**src/rtl/idex_pipe_reg.sv**
```systemverilog
// ID/EX pipeline register with load-use bubble insertion, flush and EX-stall hold.
// Optional IDEX_PERF_EN adds saturating bubble/flush event counters.
module idex_pipe_reg #(
  parameter int DW  = 32,
  parameter int AW  = 5,
  parameter int OPW = 3
) (
  input  logic           clk,
  input  logic           rst,
  input  logic           hazard,
  input  logic           flush,
  input  logic           ex_stall,
  input  logic           id_valid,
  input  logic           id_RegWrite,
  input  logic           id_MemtoReg,
  input  logic           id_MemRead,
  input  logic           id_MemWrite,
  input  logic           id_ALUSrc,
  input  logic           id_RegDst,
  input  logic [OPW-1:0] id_ALUOp,
  input  logic [DW-1:0]  id_rd1,
  input  logic [DW-1:0]  id_rd2,
  input  logic [DW-1:0]  id_imm,
  input  logic [DW-1:0]  id_pc4,
  input  logic [AW-1:0]  id_Rs,
  input  logic [AW-1:0]  id_Rt,
  input  logic [AW-1:0]  id_Rd,
  output logic           ex_valid,
  output logic           ex_RegWrite,
  output logic           ex_MemtoReg,
  output logic           ex_MemWrite,
  output logic           ex_ALUSrc,
  output logic           ex_RegDst,
  output logic [OPW-1:0] ex_ALUOp,
  output logic [DW-1:0]  ex_rd1,
  output logic [DW-1:0]  ex_rd2,
  output logic [DW-1:0]  ex_imm,
  output logic [DW-1:0]  ex_pc4,
  output logic [AW-1:0]  ex_Rs,
  output logic [AW-1:0]  ex_Rd,
  output logic           IDEX_mem_Read,
  output logic [AW-1:0]  IDEX_Rt,
  output logic           ex_bubble
`ifdef IDEX_PERF_EN
  ,
  output logic [15:0]    bubble_cnt,
  output logic [15:0]    flush_cnt
`endif
);

  typedef enum logic [1:0] {S_EMPTY, S_VALID, S_BUBBLE, S_HOLD} state_t;

  state_t r_state, r_saved;
  state_t w_next, w_saved_next, w_cur;

  logic           r_RegWrite, r_MemtoReg, r_MemRead, r_MemWrite, r_ALUSrc, r_RegDst;
  logic [OPW-1:0] r_ALUOp;
  logic [DW-1:0]  r_rd1, r_rd2, r_imm, r_pc4;
  logic [AW-1:0]  r_Rs, r_Rt, r_Rd;
  logic           w_kill_ctrl;

  assign w_kill_ctrl = flush | ~hazard;

  always_comb begin
    w_next       = r_state;
    w_saved_next = r_saved;
    if (ex_stall) begin
      w_next = S_HOLD;
      if (r_state != S_HOLD) w_saved_next = r_state;
    end else if (flush) begin
      w_next = S_EMPTY;
    end else if (!hazard) begin
      w_next = S_BUBBLE;
    end else begin
      w_next = id_valid ? S_VALID : S_EMPTY;
    end
  end

  always_ff @(posedge clk or posedge rst) begin
    if (rst) begin
      r_state <= S_EMPTY;
      r_saved <= S_EMPTY;
    end else begin
      r_state <= w_next;
      r_saved <= w_saved_next;
    end
  end

  // Data/specifier fields load even on flush or bubble; only control is squashed.
  always_ff @(posedge clk or posedge rst) begin
    if (rst) begin
      r_RegWrite <= 1'b0;
      r_MemtoReg <= 1'b0;
      r_MemRead  <= 1'b0;
      r_MemWrite <= 1'b0;
      r_ALUSrc   <= 1'b0;
      r_RegDst   <= 1'b0;
      r_ALUOp    <= '0;
      r_rd1      <= '0;
      r_rd2      <= '0;
      r_imm      <= '0;
      r_pc4      <= '0;
      r_Rs       <= '0;
      r_Rt       <= '0;
      r_Rd       <= '0;
    end else if (!ex_stall) begin
      r_RegWrite <= id_RegWrite & ~w_kill_ctrl;
      r_MemtoReg <= id_MemtoReg & ~w_kill_ctrl;
      r_MemRead  <= id_MemRead  & ~w_kill_ctrl;
      r_MemWrite <= id_MemWrite & ~w_kill_ctrl;
      r_ALUSrc   <= id_ALUSrc   & ~w_kill_ctrl;
      r_RegDst   <= id_RegDst   & ~w_kill_ctrl;
      r_ALUOp    <= w_kill_ctrl ? '0 : id_ALUOp;
      r_rd1      <= id_rd1;
      r_rd2      <= id_rd2;
      r_imm      <= id_imm;
      r_pc4      <= id_pc4;
      r_Rs       <= id_Rs;
      r_Rt       <= id_Rt;
      r_Rd       <= id_Rd;
    end
  end

  assign w_cur         = (r_state == S_HOLD) ? r_saved : r_state;
  assign ex_valid      = (w_cur == S_VALID);
  assign ex_bubble     = (w_cur == S_BUBBLE);
  assign ex_RegWrite   = r_RegWrite;
  assign ex_MemtoReg   = r_MemtoReg;
  assign ex_MemWrite   = r_MemWrite;
  assign ex_ALUSrc     = r_ALUSrc;
  assign ex_RegDst     = r_RegDst;
  assign ex_ALUOp      = r_ALUOp;
  assign ex_rd1        = r_rd1;
  assign ex_rd2        = r_rd2;
  assign ex_imm        = r_imm;
  assign ex_pc4        = r_pc4;
  assign ex_Rs         = r_Rs;
  assign ex_Rd         = r_Rd;
  assign IDEX_mem_Read = r_MemRead;
  assign IDEX_Rt       = r_Rt;

`ifdef IDEX_PERF_EN
  logic [15:0] r_bubble_cnt, r_flush_cnt;
  logic        w_bubble_ev, w_flush_ev;

  assign w_bubble_ev = ~ex_stall & ~flush & ~hazard;
  assign w_flush_ev  = ~ex_stall & flush;

  always_ff @(posedge clk or posedge rst) begin
    if (rst) begin
      r_bubble_cnt <= '0;
      r_flush_cnt  <= '0;
    end else begin
      if (w_bubble_ev && r_bubble_cnt != '1) r_bubble_cnt <= r_bubble_cnt + 16'd1;
      if (w_flush_ev && r_flush_cnt != '1)   r_flush_cnt  <= r_flush_cnt + 16'd1;
    end
  end

  assign bubble_cnt = r_bubble_cnt;
  assign flush_cnt  = r_flush_cnt;
`endif

endmodule
```
**config.mk**
```make
export PLATFORM = sky130hd
export DESIGN_NAME = idex_pipe_reg
export DESIGN_NICKNAME = d
export VERILOG_FILES = /design/src/rtl/idex_pipe_reg.sv
export SDC_FILE = /design/constraint.sdc
export NUM_CORES = 1
export LEC_CHECK = 0
export ABC_AREA = 1
export CORE_MARGIN = 5
export CORE_UTILIZATION = 40
export DETAILED_ROUTE_END_ITERATION = 8
export GPL_TIMING_DRIVEN = 0
export MAX_ROUTING_LAYER = met4
export PLACE_DENSITY = 0.8
export SYNTH_ARGS = -nofsm -noshare
export SYNTH_HDL_FRONTEND = slang
export SYNTH_SLANG_ARGS = --single-unit
```
**constraint.sdc**
```tcl
create_clock -name clk -period 5.87 [get_ports clk]
set_input_delay 1.174 -clock clk [delete_from_list [all_inputs] [get_ports clk]]
set_output_delay 1.174 -clock clk [all_outputs]
set_load 0.005 [all_outputs]
```
== After elaboration in Yosys (flattened, before gate mapping) ==
Index checks and enable logic that the tools add are counted.

* Register bits after elaboration: 156
* Input bits: 158
* Output and inout port bits: 154
* Logic and storage cells: 36

* Equality and inequality tests: 4
* Mux-type cells: 6
* Bitwise logic cells: 9
* Reductions and logical operators: 1

{| class="wikitable"
|+ Operator list
! kind !! number
|-
| 2-bit two-way mux || 4
|-
| 1-bit bitwise AND || 6
|-
| 2-bit equality test, second input constant || 2
|-
| 3-bit two-way mux || 1
|-
| 2-bit by 1-bit equality test with 1-bit output, second input constant || 1
|-
| 2-bit != test, second input constant || 1
|-
| 1-bit inverter || 2
|-
| 2-bit AND reduction || 1
|-
| 1-bit two-way mux || 1
|-
| 1-bit OR || 1
|}

== Depth between registers and ports, before layout ==
Gate-level depths: netlist of run 1.

* Word-level depth: 4
* Mapped depth: 5
* Mapped depth without buffers: 4

== Least setup slack after synthesis of run 1 ==
No wires, ideal clock.

* Path kind: register -> output
* From: reg r_state[1]
* To: out ex_valid
* Arrival: 629 ps
* Data required time: 4,696 ps
* Setup slack: 4,067 ps
* Cell stages (with the launch flop): 4
* Buffers on the path: 0
* Path through: dfrtp_1 > inv_1 > a21oi_1 > nor2_1

* Word-level cells in the longest chain between the ends: 3

{| class="wikitable"
|+ Ends and longest elaborated chain
! what !! line !! RTL
|-
| from (decl) || 53 || <nowiki>state_t r_state, r_saved;</nowiki>
|-
| from (signal assigned) || 84 || <nowiki>r_state <= w_next;</nowiki>
|-
| 2-bit equality test || 124 || <nowiki>assign w_cur = (r_state == S_HOLD) ? r_saved : r_state;</nowiki>
|-
| 2-bit two-way mux (*) || 124 ||
|-
| 2-bit by 1-bit equality test with 1-bit output (*) || 125 || <nowiki>assign ex_valid = (w_cur == S_VALID);</nowiki>
|-
| to (decl) || 28 || <nowiki>output logic ex_valid,</nowiki>
|}

Every way passes the cells marked *; elsewhere a longest branch is shown, timed or not.

== Final worst setup path of run 1 ==
* From: reg r_state[0]
* To: out ex_bubble

* Word-level cells in the longest chain between the ends: 3

{| class="wikitable"
|+ Ends and longest elaborated chain
! what !! line !! RTL
|-
| 2-bit equality test || 124 ||
|-
| 2-bit two-way mux (*) || 124 ||
|-
| 2-bit equality test (*) || 126 || <nowiki>assign ex_bubble = (w_cur == S_BUBBLE);</nowiki>
|-
| to (decl) || 43 || <nowiki>output logic ex_bubble</nowiki>
|}

Marks and branches as above.

==> results of run 1 <==
## synthesized netlist by cell type, drive strengths merged
master	number	share of area (%)
a21oi	3	0.30
buf	32	5.8
clkbuf	2	0.45
dfrtp	156	63
inv	16	0.97
nand2	467	28
nand3	1	0.081
nor2	13	0.83
o21ai	1	0.081
## metal layers
| metal | share of wire, % | up-vias | GRT usage (%) |
|---|---|---|---|
| met5 | 0 | - | - |
| met4 | 3.1 | 0 | 9.28 |
| met3 | 7.9 | 39 | 7.35 |
| met2 | 49 | 227 | 35.4 |
| met1 | 40 | 2572 | 25.5 |
| li1 | - | 2723 | - |
## sequential cells by signal, summed over array words and instances (netlist names)
register	flops
ex_ALUOp	3
ex_imm	32
ex_Rd	5
ex_RegDst	1
ex_Rs	5
ex_rd2	32
IDEX_Rt	5
ex_ALUSrc	1
r_state	2
IDEX_mem_Read	1
ex_rd1	32
ex_RegWrite	1
ex_MemtoReg	1
ex_MemWrite	1
ex_pc4	32
r_saved	2
## cell families after synthesis
logic type,after synthesis
AOI/OAI and AO/OA,4
DFF,156
buffers and inverters,50
and+or+nand+nor,481
## power by group
group / internal (W) / switching, W
logic: 0.000312 / 0.000194
registers: 0.00117 / 0.0000523
clock network: 0.000708 / 0.000412
total: 0.00219 / 0.000659
## per-stage QoR
stage | hold WS [ns] | worst slack [ns] | setup TNS [ns]
after floorplan | 0.441 | 0.489 | 0
after global placement | 0.457 | -1.72 | -266.92
after detailed placement | 0.464 | 3.40 | 0
after CTS | 0.478 | 3.07 | 0
after global routing | 0.494 | 3.00 | 0
final | 0.471 | 3.10 | 0
## worst reg2reg max path, cell delays in order (launching register included)
cell and delay [ns]:
dfrtp_1 0.43, nand2_1 0.09, nand2_1 0.05, nand2_1 0.05, nand2_1 0.05
## final cells by class
type	instances	area [sq um]
Fill cell	1216	5030
Sequential cell	156	3900
Timing Repair Buffer	312	3140
Multi-Input combinational cell	485	1840
Clock buffer	23	488
Buffer	34	384
Tap cell	188	235
Clock inverter	7	113
Inverter	16	67.6
## how the worst max path moves through the flow
stage	startpoint	endpoint	slack, ns	depth (start not counted)
finish	r_state[0]	ex_bubble	3.10	4
global placement	rst	ex_pc4[5]	-1.72	2
floorplan	rst	IDEX_Rt[0]	0.49	1
detailed placement	rst	ex_rd1[29]	3.40	3
CTS	r_state[1]	ex_valid	3.07	4
global route	r_state[1]	ex_valid	3.00	4
==> out/summary.txt, run 1 <==
Nets: 1180
Ports: 312
Routed Antenna Nets: 0
Peak Freq: 361 MHz
Die Y: 134 um
RSZ-0062 raised after global routing: false
Most frequent CP cell: nand2_1
Design area: 0.0102 sq mm
Post-synthesis sequential area ratio: 63.1%
Max cap viols: 0
Final worst-path cycle share: 47.2%
Hold_sp: r_saved[1]
Post-Layout Cell Count: 1221
Post-synthesis simple-gate area fraction: 29.3%
CTS root buf: clkbuf_16
Chip width: 134 um
WL/cell: 15.8 um
DP HPWL: 14400 um
Final number of hold-violating endpoints: 0
Core area: 0.0152 sq mm
Status: complete, no violations
Worst path cell trace: nand2_1 > nand2_1 > nor2_1 > clkdlybuf4s50_1
Largest net degree at the start of global routing: 90
Relative slew slack: 67.6%
TritonCTS buffer count: 17
Post-synthesis cell area: 0.00618 sq mm
TritonCTS clock tree: yes
Synth Area in XOR/XNOR: 0%
Area growth, synth to finish: 64.4%
CP startpoint kind: register
Worst IR Drop VDD: 0.000179 V
Gate Count Post-Synth: 691
Slowest stage cell, crit path: clkdlybuf4s50_1
Leakage: 5.09 nW
Crit end category: primary output
Crit Path Category: register to primary output
Most frequent cells in the layout: nand2_1 (466), clkdlybuf4s50_1 (311), dfrtp_1 (156), buf_6 (29), clkbuf_16 (17)
Main combinational cell family by area after synthesis: simple AND/OR/NAND/NOR gates
FF-to-FF setup slack: 5.10 ns
Synthesis warning total: 0
Drt pass-1 iters: 5
Post-Route WL: 19300 um
GR Util All Layers: 22.1%
Crit path required time: 4.70 ns
Drt first-iter violations: 275
Slew @ Worst Pin: 0.486 ns
CP arrival: 1.59 ns
Total Die Area: 0.0180 sq mm
Tmin final: 2.77 ns
Power per cell area: 280 mW/mm^2
Rows: 45
Post-Synth Adder-Cell Area: 0%
Compound-Gate Fraction of Synth Area: 0.384%
Hold WC Path Type: register to register
Proportion of layout cells with a drive suffix above 1: 6.58%
Hold Path Sink: r_saved[1]
Area of placed instances: 0.00957 sq mm
Gr ovfl total: 0
Hold Path Stages: 2
Clk sink count: 156
Clk buf depth: 2
Finish-stage setup viols: 0
Delay-heaviest family, CP: buffers and inverters
DP Cell Count: 1191
Mux share of post-synthesis cell area: 0%
Average instance area after synthesis: 8.95 sq um
Seq cells post-synth: 156
Slowest stage delay, CP: 0.52 ns
Wire length of the first global-routing pass: 29900 um
Final Skew: 0.00171 ns
Final Max Tran Viols: 0
Initial antenna violation count: 0
Post-CTS Setup Inserts: 0
Input/output buffers: 311
Critical Path Fanout Max: 6
Initial Util: 40.7%
Number of global-route vias before repair: 5703
Commonest non-fill, non-tap cell in the layout: nand2_1
Unique cell type count in the Yosys netlist: 15
Drc violations: 0
Clock latency on the worst-skew pair: 0.41 ns
Worst R2R End: r_saved[1]
Worst path bufs/invs: 1
Worst R2R Path Depth: 4
H-tree Lvls: 4
Post-CTS Hold Fix Bufs: 0
Vias per cell: 4.55
Layout Utilization: 66.9%
Vias post-DR: 5561
Clk slew on worst S/H paths: 0.06 ns
Post-cts sizing count: 0
Syn nets: 849
Routability congestion estimate: 0.822
# diodes: 0
Worst r2r src: r_state[1]
Tot Pwr: 0.00285 W
Note: power is estimated with default switching activity, not from simulation.
==> run 2: changes to the inputs <==
==> constraint.sdc (replaced) <==
create_clock -name clk -period 2.7 [get_ports clk]
set_input_delay 0.54 -clock clk [delete_from_list [all_inputs] [get_ports clk]]
set_output_delay 0.54 -clock clk [all_outputs]
set_load 0.005 [all_outputs]
==> run 2 against run 1 <==
  * Non-clock buffer count grew 3
  * Clock power up 130%
  * Sequential power grew 120%
  * Sequential share of layout area down 0.36 points
  * Highest routed layer unchanged
  * Global-route usage about the same
  * Register-to-register slack worse by 3.1 ns
  * Total power increased by 120%
  * Utilization is 0.63 points higher
  * Die area unchanged
  * Via count down 0.58%
  * Cell area is 0.93% higher
==> out/summary.txt, run 2 (synthesized netlist as in run 1, its figures left out) <==
Layout Utilization: 67.5%
Peak Freq: 452 MHz
Final worst-path cycle share: 82.0%
Total Die Area: 0.0180 sq mm
Worst path cell trace: nand2_1 > nand2_1 > nor2_1 > clkdlybuf4s50_1
Area of placed instances: 0.00962 sq mm
DP HPWL: 14500 um
Initial Util: 40.7%
Worst IR Drop VDD: 0.000412 V
Gr ovfl total: 0
Largest net degree at the start of global routing: 41
Hold WC Path Type: register to register
Clk slew on worst S/H paths: 0.06 ns
Post-Route WL: 19300 um
Clock latency on the worst-skew pair: 0.41 ns
Gate power share: 17.5%
Design area: 0.0103 sq mm
Slowest stage cell, crit path: clkdlybuf4s50_1
Crit path required time: 2.16 ns
Sw Ratio: 23.5%
Drt first-iter violations: 250
Core area: 0.0152 sq mm
Routability congestion estimate: 0.801
Max cap viols: 0
# diodes: 0
Rows: 45
Internal power: 0.00487 W
Die Y: 134 um
Vias post-DR: 5529
Vias per cell: 4.51
TritonCTS clock tree: yes
Leakage: 5.13 nW
Fin Hold WS: 0.470 ns
Chip width: 134 um
Input/output buffers: 311
FF-to-FF setup slack: 1.95 ns
Finish-stage setup viols: 0
Most frequent cells in the layout: nand2_1 (466), clkdlybuf4s50_1 (311), dfrtp_1 (156), buf_6 (29), clkbuf_16 (17)
Nets: 1183
Routed Antenna Nets: 0
Drt pass-1 iters: 4
Crit Path Category: register to primary output
Post-CTS Hold Fix Bufs: 0
CP startpoint kind: register
WL/cell: 15.7 um
Net Switching: 0.00149 W
Initial antenna violation count: 0
Post-CTS Setup Inserts: 0
Delay-heaviest family, CP: buffers and inverters
Clk sink count: 156
Area growth, synth to finish: 66.0%
GR Util All Layers: 22.1%
Ports: 312
Tmin final: 2.21 ns
Status: complete, no violations
Final Skew: 0.000668 ns
Post-cts sizing count: 0
Drc violations: 0
Final number of hold-violating endpoints: 0
Slowest stage delay, CP: 0.55 ns
Clk buf depth: 2
RSZ-0062 raised after global routing: false
Reg power frac: 41.7%
Clock power frac: 40.8%
Proportion of layout cells with a drive suffix above 1: 7.23%
Relative slew slack: 51.8%
Critical Path Fanout Max: 6
Final Max Tran Viols: 0
TritonCTS buffer count: 17
Slew @ Worst Pin: 0.721 ns
Commonest non-fill, non-tap cell in the layout: nand2_1
Wire length of the first global-routing pass: 29800 um
Most frequent CP cell: nand2_1
Number of global-route vias before repair: 5691
Power per cell area: 620 mW/mm^2
Worst path bufs/invs: 1
CP arrival: 1.67 ns
Crit end category: primary output
H-tree Lvls: 4
CTS root buf: clkbuf_16
[run 2: routing by layer]
metal | GRT usage, % | vias up | share of wire [%]
li1 | - | 2728 | -
met1 | 25.6 | 2537 | 40
met2 | 36.1 | 229 | 49
met3 | 7.09 | 35 | 8.5
met4 | 8.09 | 0 | 2.5
met5 | - | - | 0
[run 2: final cells by class]
| cell class | count | area (sq um) |
|---|---|---|
| Timing Repair Buffer | 315 | 3190 |
| Tap cell | 188 | 235 |
| Buffer | 34 | 384 |
| Clock buffer | 17 | 425 |
| Inverter | 16 | 63.8 |
| Sequential cell | 156 | 3900 |
| Multi-Input combinational cell | 485 | 1840 |
| Clock inverter | 15 | 221 |
| Fill cell | 1231 | 4940 |
[run 2: stage by stage]
stage | setup slack [ns] | total power, W | cells | setup TNS, ns
after global routing | 0.410 | 0.00664 | 1226 | 0
after floorplan | 0.187 | 0.00304 | 691 | 0
after global placement | -1.24 | 0.00378 | 1190 | -191.88
final | 0.487 | 0.00636 | 1226 | 0
after CTS | 0.469 | 0.00644 | 1226 | 0
after detailed placement | 0.761 | 0.00382 | 1194 | 0
[run 2: power groups by stage]
stage          logic, W  clock network [W]  registers, W
6_report        0.00111            0.00260       0.00265
4_1_cts         0.00113            0.00266       0.00265
5_1_grt         0.00121            0.00275       0.00268
3_3_place_gp    0.00110                  0       0.00269
2_1_floorplan  0.000331                  0       0.00271
3_5_place_dp    0.00113                  0       0.00269
[run 2: worst paths after layout]
path	from	endpoint	cells past startpoint
max in group asynchronous	rst	ex_Rs[2]	4
min in group asynchronous	rst	ex_rd2[2]	2
hold / removal	r_saved[1]	r_saved[1]	2
setup / recovery	r_state[0]	ex_bubble	4
setup reg to reg	r_state[1]	r_saved[1]	4
hold reg to reg	r_saved[1]	r_saved[1]	2
[run 2: worst register-to-register path, stage by stage (launching register included)]
cell     delay, ns
dfrtp_1       0.42
nand2_1       0.08
nand2_1       0.05
nand2_1       0.05
nand2_1       0.04
